File: config.mk
export PLATFORM = sky130hd
export DESIGN_NAME = pcap_stream_monitor
export DESIGN_NICKNAME = d
export VERILOG_FILES = /design/src/rtl/pcap_stream_monitor.sv
export SDC_FILE = /design/constraint.sdc
export NUM_CORES = 1
export LEC_CHECK = 0
export ABC_AREA = 1
export BUFFER_PORTS_ARGS = -buffer_cell sky130_fd_sc_hd__buf_2
export CORE_ASPECT_RATIO = 0.8
export CORE_MARGIN = 3
export CORE_UTILIZATION = 55
export CTS_CLUSTER_DIAMETER = 200
export DETAILED_ROUTE_END_ITERATION = 16
export PLACE_DENSITY = 0.74
export SLEW_MARGIN = 15
export SYNTH_ARGS = -nofsm -noshare
export SYNTH_HDL_FRONTEND = slang
export SYNTH_SLANG_ARGS = --single-unit
File: constraint.sdc
create_clock -name clk -period 9.55 [get_ports clk]
set_input_delay 0.4775 -clock clk [delete_from_list [all_inputs] [get_ports clk]]
set_output_delay 0.4775 -clock clk [all_outputs]
set_load 0.005 [all_outputs]
File: src/rtl/pcap_stream_monitor.sv
`timescale 1ns/1ps
`default_nettype none
// ============================================================================
//  Module   : pcap_stream_monitor
//  Purpose  : Sink stage for a data/strb/valid/eop packet stream. Applies
//             pseudo-random backpressure on ready. Checks strobe framing and
//             packet length. Emits one report per packet and keeps
//             saturating statistics counters.
//  Ports    : clk, rst            - clock, async active-high reset
//             data/strb/valid/eop - input beat stream
//             ready               - registered accept (LFSR stall / hold)
//             hold                - forces ready low on the next cycle
//             rpt_*               - per-packet report, valid one cycle
//             pkt_cnt/byte_cnt/err_cnt - saturating statistics
//  Revision : 1.0 - initial release
// ============================================================================
module pcap_stream_monitor #(
  parameter int          AXIS_WIDTH    = 64,
  parameter int          MIN_PKT_BYTES = 14,
  parameter int          MAX_PKT_BYTES = 9600,
  parameter int          BP_NUM        = 0,
  parameter logic [15:0] BP_SEED       = 16'hACE1
) (
  input  logic                    clk,
  input  logic                    rst,
  input  logic [AXIS_WIDTH-1:0]   data,
  input  logic [AXIS_WIDTH/8-1:0] strb,
  input  logic                    valid,
  input  logic                    eop,
  output logic                    ready,
  input  logic                    hold,
  output logic                    rpt_valid,
  output logic [15:0]             rpt_len,
  output logic [15:0]             rpt_beats,
  output logic [31:0]             rpt_gap,
  output logic [3:0]              rpt_err,
  output logic [31:0]             pkt_cnt,
  output logic [47:0]             byte_cnt,
  output logic [15:0]             err_cnt
);

  localparam int                  c_STRB_W   = AXIS_WIDTH / 8;
  localparam logic [c_STRB_W-1:0] c_STRB_ONE = c_STRB_W'(1);
  localparam logic [c_STRB_W-1:0] c_STRB_ALL = '1;
  localparam logic [4:0]          c_BP_NUM   = 5'(BP_NUM);

  typedef enum logic [0:0] {
    ST_IDLE   = 1'b0,
    ST_IN_PKT = 1'b1
  } state_t;

  state_t      r_state, w_state_next;
  logic [15:0] r_lfsr;
  logic        r_ready;
  logic [16:0] r_len;
  logic [15:0] r_beats;
  logic [1:0]  r_err;
  logic [31:0] r_gap_cnt;
  logic [31:0] r_pkt_gap;
  logic        r_rpt_valid;
  logic [15:0] r_rpt_len, r_rpt_beats, r_err_cnt;
  logic [31:0] r_rpt_gap, r_pkt_cnt;
  logic [3:0]  r_rpt_err;
  logic [47:0] r_byte_cnt;

  // Payload is only sampled; it plays no part in framing checks.
  logic w_unused_data;
  assign w_unused_data = ^data;

  logic        w_accept, w_first, w_fire, w_stall, w_lfsr_fb;
  logic        w_strb_bad, w_partial, w_runt, w_giant;
  logic [7:0]  w_beat_bytes;
  logic [16:0] w_len_base, w_len_next;
  logic [17:0] w_len_sum;
  logic [15:0] w_beats_next, w_rpt_len;
  logic [1:0]  w_err_next;
  logic [3:0]  w_rpt_err;
  logic [48:0] w_byte_sum;

  assign w_accept = valid && r_ready;
  assign w_first  = (r_state == ST_IDLE);
  assign w_fire   = w_accept && eop;

  always_comb begin
    w_beat_bytes = '0;
    for (int i = 0; i < c_STRB_W; i++) begin
      w_beat_bytes = w_beat_bytes + 8'(strb[i]);
    end
  end

  // Legal strobe is 2^k-1, k>=1: non-zero and adding one clears every set bit.
  assign w_strb_bad = (strb == '0) || ((strb & (strb + c_STRB_ONE)) != '0);
  assign w_partial  = !eop && (strb != c_STRB_ALL);

  // First beat restarts the accumulators from this beat's own contribution.
  assign w_len_base   = w_first ? 17'd0 : r_len;
  assign w_len_sum    = {1'b0, w_len_base} + 18'(w_beat_bytes);
  assign w_len_next   = w_len_sum[17] ? 17'h1FFFF : w_len_sum[16:0];
  assign w_beats_next = w_first ? 16'd1 : ((r_beats == 16'hFFFF) ? r_beats : r_beats + 16'd1);
  assign w_err_next   = (w_first ? 2'b00 : r_err) | {w_partial, w_strb_bad};

  assign w_runt    = (w_len_next < 17'(MIN_PKT_BYTES));
  assign w_giant   = (w_len_next > 17'(MAX_PKT_BYTES)) || (w_len_next == 17'h1FFFF);
  assign w_rpt_len = w_len_next[16] ? 16'hFFFF : w_len_next[15:0];
  assign w_rpt_err = {w_giant, w_runt, w_err_next};

  assign w_byte_sum = {1'b0, r_byte_cnt} + 49'(w_rpt_len);

  assign w_lfsr_fb = r_lfsr[15] ^ r_lfsr[13] ^ r_lfsr[12] ^ r_lfsr[10];
  assign w_stall   = ({1'b0, r_lfsr[3:0]} < c_BP_NUM);

  // FSM next state
  always_comb begin
    w_state_next = r_state;
    if (w_accept) begin
      w_state_next = eop ? ST_IDLE : ST_IN_PKT;
    end
  end

  always_ff @(posedge clk or posedge rst) begin
    if (rst) begin
      r_state <= ST_IDLE;
    end else begin
      r_state <= w_state_next;
    end
  end

  always_ff @(posedge clk or posedge rst) begin
    if (rst) begin
      r_lfsr  <= BP_SEED;
      r_ready <= 1'b0;
    end else begin
      r_lfsr  <= {r_lfsr[14:0], w_lfsr_fb};
      r_ready <= !hold && !w_stall;
    end
  end

  always_ff @(posedge clk or posedge rst) begin
    if (rst) begin
      r_len     <= '0;
      r_beats   <= '0;
      r_err     <= '0;
      r_gap_cnt <= '1;
      r_pkt_gap <= '0;
    end else begin
      if (w_accept) begin
        r_len   <= w_len_next;
        r_beats <= w_beats_next;
        r_err   <= w_err_next;
        if (w_first) begin
          r_pkt_gap <= r_gap_cnt;
        end
      end
      if (w_fire) begin
        r_gap_cnt <= '0;
      end else if (w_first && !w_accept && (r_gap_cnt != '1)) begin
        r_gap_cnt <= r_gap_cnt + 32'd1;
      end
    end
  end

  // Report and statistics share the edge after eop acceptance so both
  // become visible together.
  always_ff @(posedge clk or posedge rst) begin
    if (rst) begin
      r_rpt_valid <= 1'b0;
      r_rpt_len   <= '0;
      r_rpt_beats <= '0;
      r_rpt_gap   <= '0;
      r_rpt_err   <= '0;
      r_pkt_cnt   <= '0;
      r_byte_cnt  <= '0;
      r_err_cnt   <= '0;
    end else begin
      r_rpt_valid <= w_fire;
      if (w_fire) begin
        r_rpt_len   <= w_rpt_len;
        r_rpt_beats <= w_beats_next;
        r_rpt_gap   <= w_first ? r_gap_cnt : r_pkt_gap;
        r_rpt_err   <= w_rpt_err;
        if (r_pkt_cnt != '1) begin
          r_pkt_cnt <= r_pkt_cnt + 32'd1;
        end
        r_byte_cnt <= w_byte_sum[48] ? 48'hFFFF_FFFF_FFFF : w_byte_sum[47:0];
        if ((w_rpt_err != 4'd0) && (r_err_cnt != '1)) begin
          r_err_cnt <= r_err_cnt + 16'd1;
        end
      end
    end
  end

  assign ready     = r_ready;
  assign rpt_valid = r_rpt_valid;
  assign rpt_len   = r_rpt_len;
  assign rpt_beats = r_rpt_beats;
  assign rpt_gap   = r_rpt_gap;
  assign rpt_err   = r_rpt_err;
  assign pkt_cnt   = r_pkt_cnt;
  assign byte_cnt  = r_byte_cnt;
  assign err_cnt   = r_err_cnt;

endmodule
`default_nettype wire

======== Yosys cells after proc, flatten, opt, wreduce, memory -nomap -nowiden ========
Index checks and enable logic that the tools add are counted.
storage, ports and cells
  output and inout port bits .............. 166
  logic and storage cells ................. 68
  input port bits ......................... 77
  bits in registers ....................... 266
operators by class
  mux-type cells .......................... 11
  reductions and logical operators ........ 17
  equality and inequality tests ........... 6
  bitwise gates (word level) .............. 3
  magnitude comparators ................... 2
  add/subtract/negate cells ............... 14
operator list
  cell                     number
  $mux W32                 3
  $add A32 B1 Y32 const B  2
  $ne A32 B32 Y1 const B   2
  $add A48 B16 Y49         1
  $mux W16                 3
  $mux W48                 1
  $mux W17                 2
  $add A16 B1 Y16 const B  2
  $add A17 B8 Y18          1
  $eq A17 B17 Y1 const B   1
  $gt A17 B14 Y1 const B   1
  $lt A17 B4 Y1 const B    1
  $eq A16 B16 Y1 const B   1
  $ne A16 B16 Y1 const B   1
  $add A7 B1 Y8            1
  $add A8 B1 Y8 const B    1
  $and A8 B8 Y8            1
  $logic_not A8 Y1         1
  $ne A8 B8 Y1 const B     1
  $reduce_bool A8 Y1       1
  $add A6 B1 Y7            1
  $add A5 B1 Y6            1
  $logic_and A1 B1 Y1      6
  $add A4 B1 Y5            1
  other kinds (12)         16

======== Depth between registers and ports, before layout ========
  depth after elaboration ................. 14
  depth in mapped cells ................... 38
  mapped depth without buffers ............ 32

======== Least setup slack after synthesis ========
Ideal clock, no wire load.
  path type ............................... reg2reg
  start point ............................. reg r_state
  end point ............................... reg r_byte_cnt[38] (netlist: byte_cnt[38])
  period minus slack after synthesis ...... 6.197 ns
  stages on the path, launching flop included .. 35
  arrival time ............................ 6.069 ns
  buffers on the path ..................... 7
  data required time ...................... 9.422 ns
  slack ................................... 3.353 ns
  library setup time ...................... 0.128 ns
  cell sequence ........................... dfrtp_1 buf_6 buf_12 buf_2 clkbuf_1 clkbuf_1 nand2_1 fa_1 fa_1 fa_1 fa_1 nor2_1 nor2_1 nor2_1 nand3_1 nand2_1 nor2_4 buf_1 nand2_1 ha_1 inv_1 fa_1 inv_1 nand3_1 nand2_1 a21oi_1 o21ai_0 nand4_1 nand2_1 buf_2 nand3_1 nor2_1 nand2_1 nand2_1 nand3_1
between the ends
  longest elaborated chain between the ends .. 6
RTL lines
  what                    line  source
  start, declared         52    state_t r_state, w_state_next;
  start signal, assigned  124   r_state <= w_state_next;
  $mux W17                96    assign w_len_base = w_first ? 17'd0 : r_len;
  $add A17 B8 Y18         97    assign w_len_sum = {1'b0, w_len_base} + 18'(w_beat_bytes);
  $mux W17                98    assign w_len_next = w_len_sum[17] ? 17'h1FFFF : w_len_sum[16:0];
  $mux W16                104   assign w_rpt_len = w_len_next[16] ? 16'hFFFF : w_len_next[15:0];
  via w_rpt_len[0]        75    logic [15:0] w_beats_next, w_rpt_len;
  $add A48 B16 Y49        107   assign w_byte_sum = {1'b0, r_byte_cnt} + 49'(w_rpt_len);
  $mux W48                184   r_byte_cnt <= w_byte_sum[48] ? 48'hFFFF_FFFF_FFFF : w_byte_sum[47:0];
  end signal, assigned    184
  end, declared           64    logic [47:0] r_byte_cnt;
The timed path passes the listed nets, and every way through them passes these cells.
A chain may end at the register's enable or synchronous reset.

======== Worst setup path after layout ========
  start point ............................. reg r_state
  end point ............................... reg r_byte_cnt[2] (netlist: byte_cnt[2])
The elaborated chain is that of the path after synthesis.

==> flow_summary.json <==
{
  "globalplace.congestion": 0.8965,
  "fin_crit_ps": 7101,
  "fmax_mhz": 140.8,
  "synth_cell_type_count": 52,
  "vias": 13486,
  "placed_area_sq_um": 15950,
  "grt_pass1_wl_mm": 62.89,
  "layout.nets": 2247,
  "syn2layout_area_growth_pct": 13.90,
  "setup-violations-final": 0,
  "grt-ovfl-total": 0,
  "viasPerCell": 5.371,
  "start_util": 0.5619,
  "cts_setup_buffers": 0,
  "yosys-top-cells-area": "dfrtp_1 (39%), nand2_1 (17%), dfstp_2 (5.7%)",
  "drc_errors": 0,
  "critPathMaxFanout": 31,
  "totalWireLength_mm": 37.14,
  "ios": 243,
  "regArea_sq_um": 6698,
  "yosysMostFrequentCell": "nand2_1",
  "num_antenna_cells": 0,
  "maxSlewHeadroom": 0.2503,
  "tightest_slew_ps": 1123,
  "clock-sinks": 266,
  "fin_setup_tns_ps": 0,
  "synth_cells": 1985,
  "crit_path_end_kind": "flip-flop",
  "setup_slack_ps": 2449,
  "chipHeight_microns": 152.9,
  "cts_resized": 0,
  "drtPass1Iterations": 5,
  "grt_max_degree": 166,
  "power_density_nw_per_um2": 193.0,
  "crit_type": "flip-flop to flip-flop",
  "clk_path_buf_depth": 3,
  "clockRootBuffer": "clkbuf_16",
  "portBuffers": 178,
  "rows": 53,
  "synth_top_cell_by_area": "dfrtp_1",
  "ys_ff_latch": 266,
  "grt_antenna_before_repair": 0,
  "grt_use_total": 0.2561,
  "cts_tree": "done",
  "fp.coreArea_sq_um": 26390,
  "status": "finished clean",
  "hold_slack_ps": 40.24,
  "synth_top_area_share": 0.3948,
  "die_w_microns": 189.6,
  "cp-start-kind": "flip-flop",
  "synth_nets": 2097,
  "dieArea_sq_um": 28980,
  "cp.arrival_ps": 7520,
  "clk_pin_slew_ps": 60,
  "netlist_area_sq_um": 14830,
  "peakVddDrop_uv": 142.0,
  "final_antenna_net_count": 0,
  "synth_common_cells": "nand2_1 (666), dfrtp_1 (234), inv_1 (206)",
  "hold_viol": 0,
  "required_ps": 9970,
  "synth-edff-count": 0,
  "clk-insertion-delay-late_ps": 570,
  "leakage_uw": 0.008548,
  "drv_cap": 0,
  "maxSlewViolCount": 0,
  "grt_pass1_vias": 12682,
  "num-fill-cells": 2415,
  "rsz0062_at_grt": "no",
  "ys_seq_area_frac": 0.4515,
  "multi_input_area_sq_um": 7059,
  "cts_made_buffers": 28,
  "hpwlAfterDp_mm": 26.08,
  "final_area_sq_um": 16890,
  "synth_flop_cell": "dfrtp_1",
  "drive_gt1_frac": 0.1402,
  "yosysWarningCount": 0,
  "timing.final.crit_share": 0.7435,
  "async_reset_ff_frac": 1.000,
  "fin_skew_ps": 31.52,
  "cts_max_level": 1,
  "hold_path_class": "input pin to async pin",
  "drt_iter0_markers": 954,
  "wl_per_cell_microns": 14.79,
  "pre_cts_slack_ps": 2300,
  "avgSynthCellArea_sq_um": 7.471,
  "cts_hold_buf": 0
}
power breakdown:
group	switching, uW	internal, uW	total (uW)
Clock	463	649	1110
Sequential	111	1260	1370
Combinational	485	292	777
logic make-up after synthesis:
family | Yosys count | share of synthesized area
compound gates | 226 | 0.08310
xor+xnor | 63 | 0.03721
flops | 266 | 0.4515
simple gates | 1122 | 0.3225
fa+ha+maj | 35 | 0.03257
buf+inv | 273 | 0.07314
worst paths after layout:
check / startpoint / to / slack [ps] / cells past startpoint
max: r_state$_DFFE_PP0P_ / byte_cnt[2]$_DFFE_PP0P_ / 2450 / 27
min: rst / ready$_DFF_PP0_ / 40 / 2
max reg2reg: r_state$_DFFE_PP0P_ / byte_cnt[2]$_DFFE_PP0P_ / 2450 / 27
min reg2reg: rpt_len[13]$_DFFE_PP0P_ / rpt_len[13]$_DFFE_PP0P_ / 480 / 2
max in group asynchronous: rst / r_len[4]$_DFFE_PP0P_ / 8100 / 3
min in group clk: hold / ready$_DFF_PP0_ / 40 / 2
critical path, cell delays in order (launching register included):
cell and delay (ps):
dfrtp_2 760, nand2_1 150, fa_1 530, fa_1 430, fa_1 420, fa_1 460
nor2_1 130, nor2_1 100, nor2_1 250, nand2_1 80, nand2_1 80, nand2_1 80
nor2_4 280, nand2_1 170, ha_1 400, nand3_1 100, nand2_1 120, a21oi_1 110
o21ai_0 340, nand4_1 180, nand2_1 350, nand2_1 140, inv_1 150, nand2_1 90
nor2_1 150, nand2_1 340, buf_4 380, o311ai_0 130
cell usage in the layout (no fill, tap or decap), types with 3 or more instances in the layout:
cell type / n
nand2_1: 665
dfrtp_1: 233
inv_1: 204
buf_2: 178
nor2_1: 155
nand3_1: 143
o21ai_0: 136
nor3_1: 58
a21oi_1: 49
nand4_1: 44
xor2_1: 35
dfstp_2: 32
ha_1: 29
xnor2_1: 28
clkbuf_16: 28
nor4_1: 14
a31oi_1: 10
nand3_2: 9
nand2_2: 7
or2_2: 7
clkbuf_8: 7
nor2_2: 6
o31ai_1: 6
fa_1: 6
clkbuf_1: 6
buf_4: 6
o211ai_1: 5
nand3b_1: 4
nor2_4: 3
a21o_1: 3
o21bai_1: 3
clkinvlp_4: 3
layout make-up:
cell class | count | area share
timing repair buffer | 185 | 0.05659
clock buffer | 41 | 0.04851
multi-input combinational | 1446 | 0.4179
inverter | 208 | 0.04681
tap | 357 | 0.02644
sequential | 266 | 0.3965
clock inverter | 8 | 0.007259
layer usage:
metal	wire, microns	GRT usage
met1	17640	0.3832
met2	16690	0.4012
met3	1840	0.02568
met4	972	0.06932
met5	0	0
sequential cells by signal (all words and copies together) (netlist names):
name and count:
pkt_cnt 32, err_cnt 16, r_state 1, rpt_valid 1
rpt_beats 16, r_pkt_gap 32, r_len 17, rpt_gap 32
rpt_len 16, byte_cnt 48, r_gap_cnt 32, r_beats 16
r_err 2, rpt_err 4, ready 1
stage by stage:
stage | util | cells | power [uW]
4_1_cts | 0.6400 | 2511 | 3282
2_1_floorplan | - | 1985 | 1893
6_report | 0.6400 | 2511 | 3260
3_3_place_gp | 0.6043 | 2462 | 2140
3_5_place_dp | 0.6043 | 2462 | 2164
5_1_grt | 0.6400 | 2511 | 3461
Note: power is estimated with default switching activity, not from simulation.
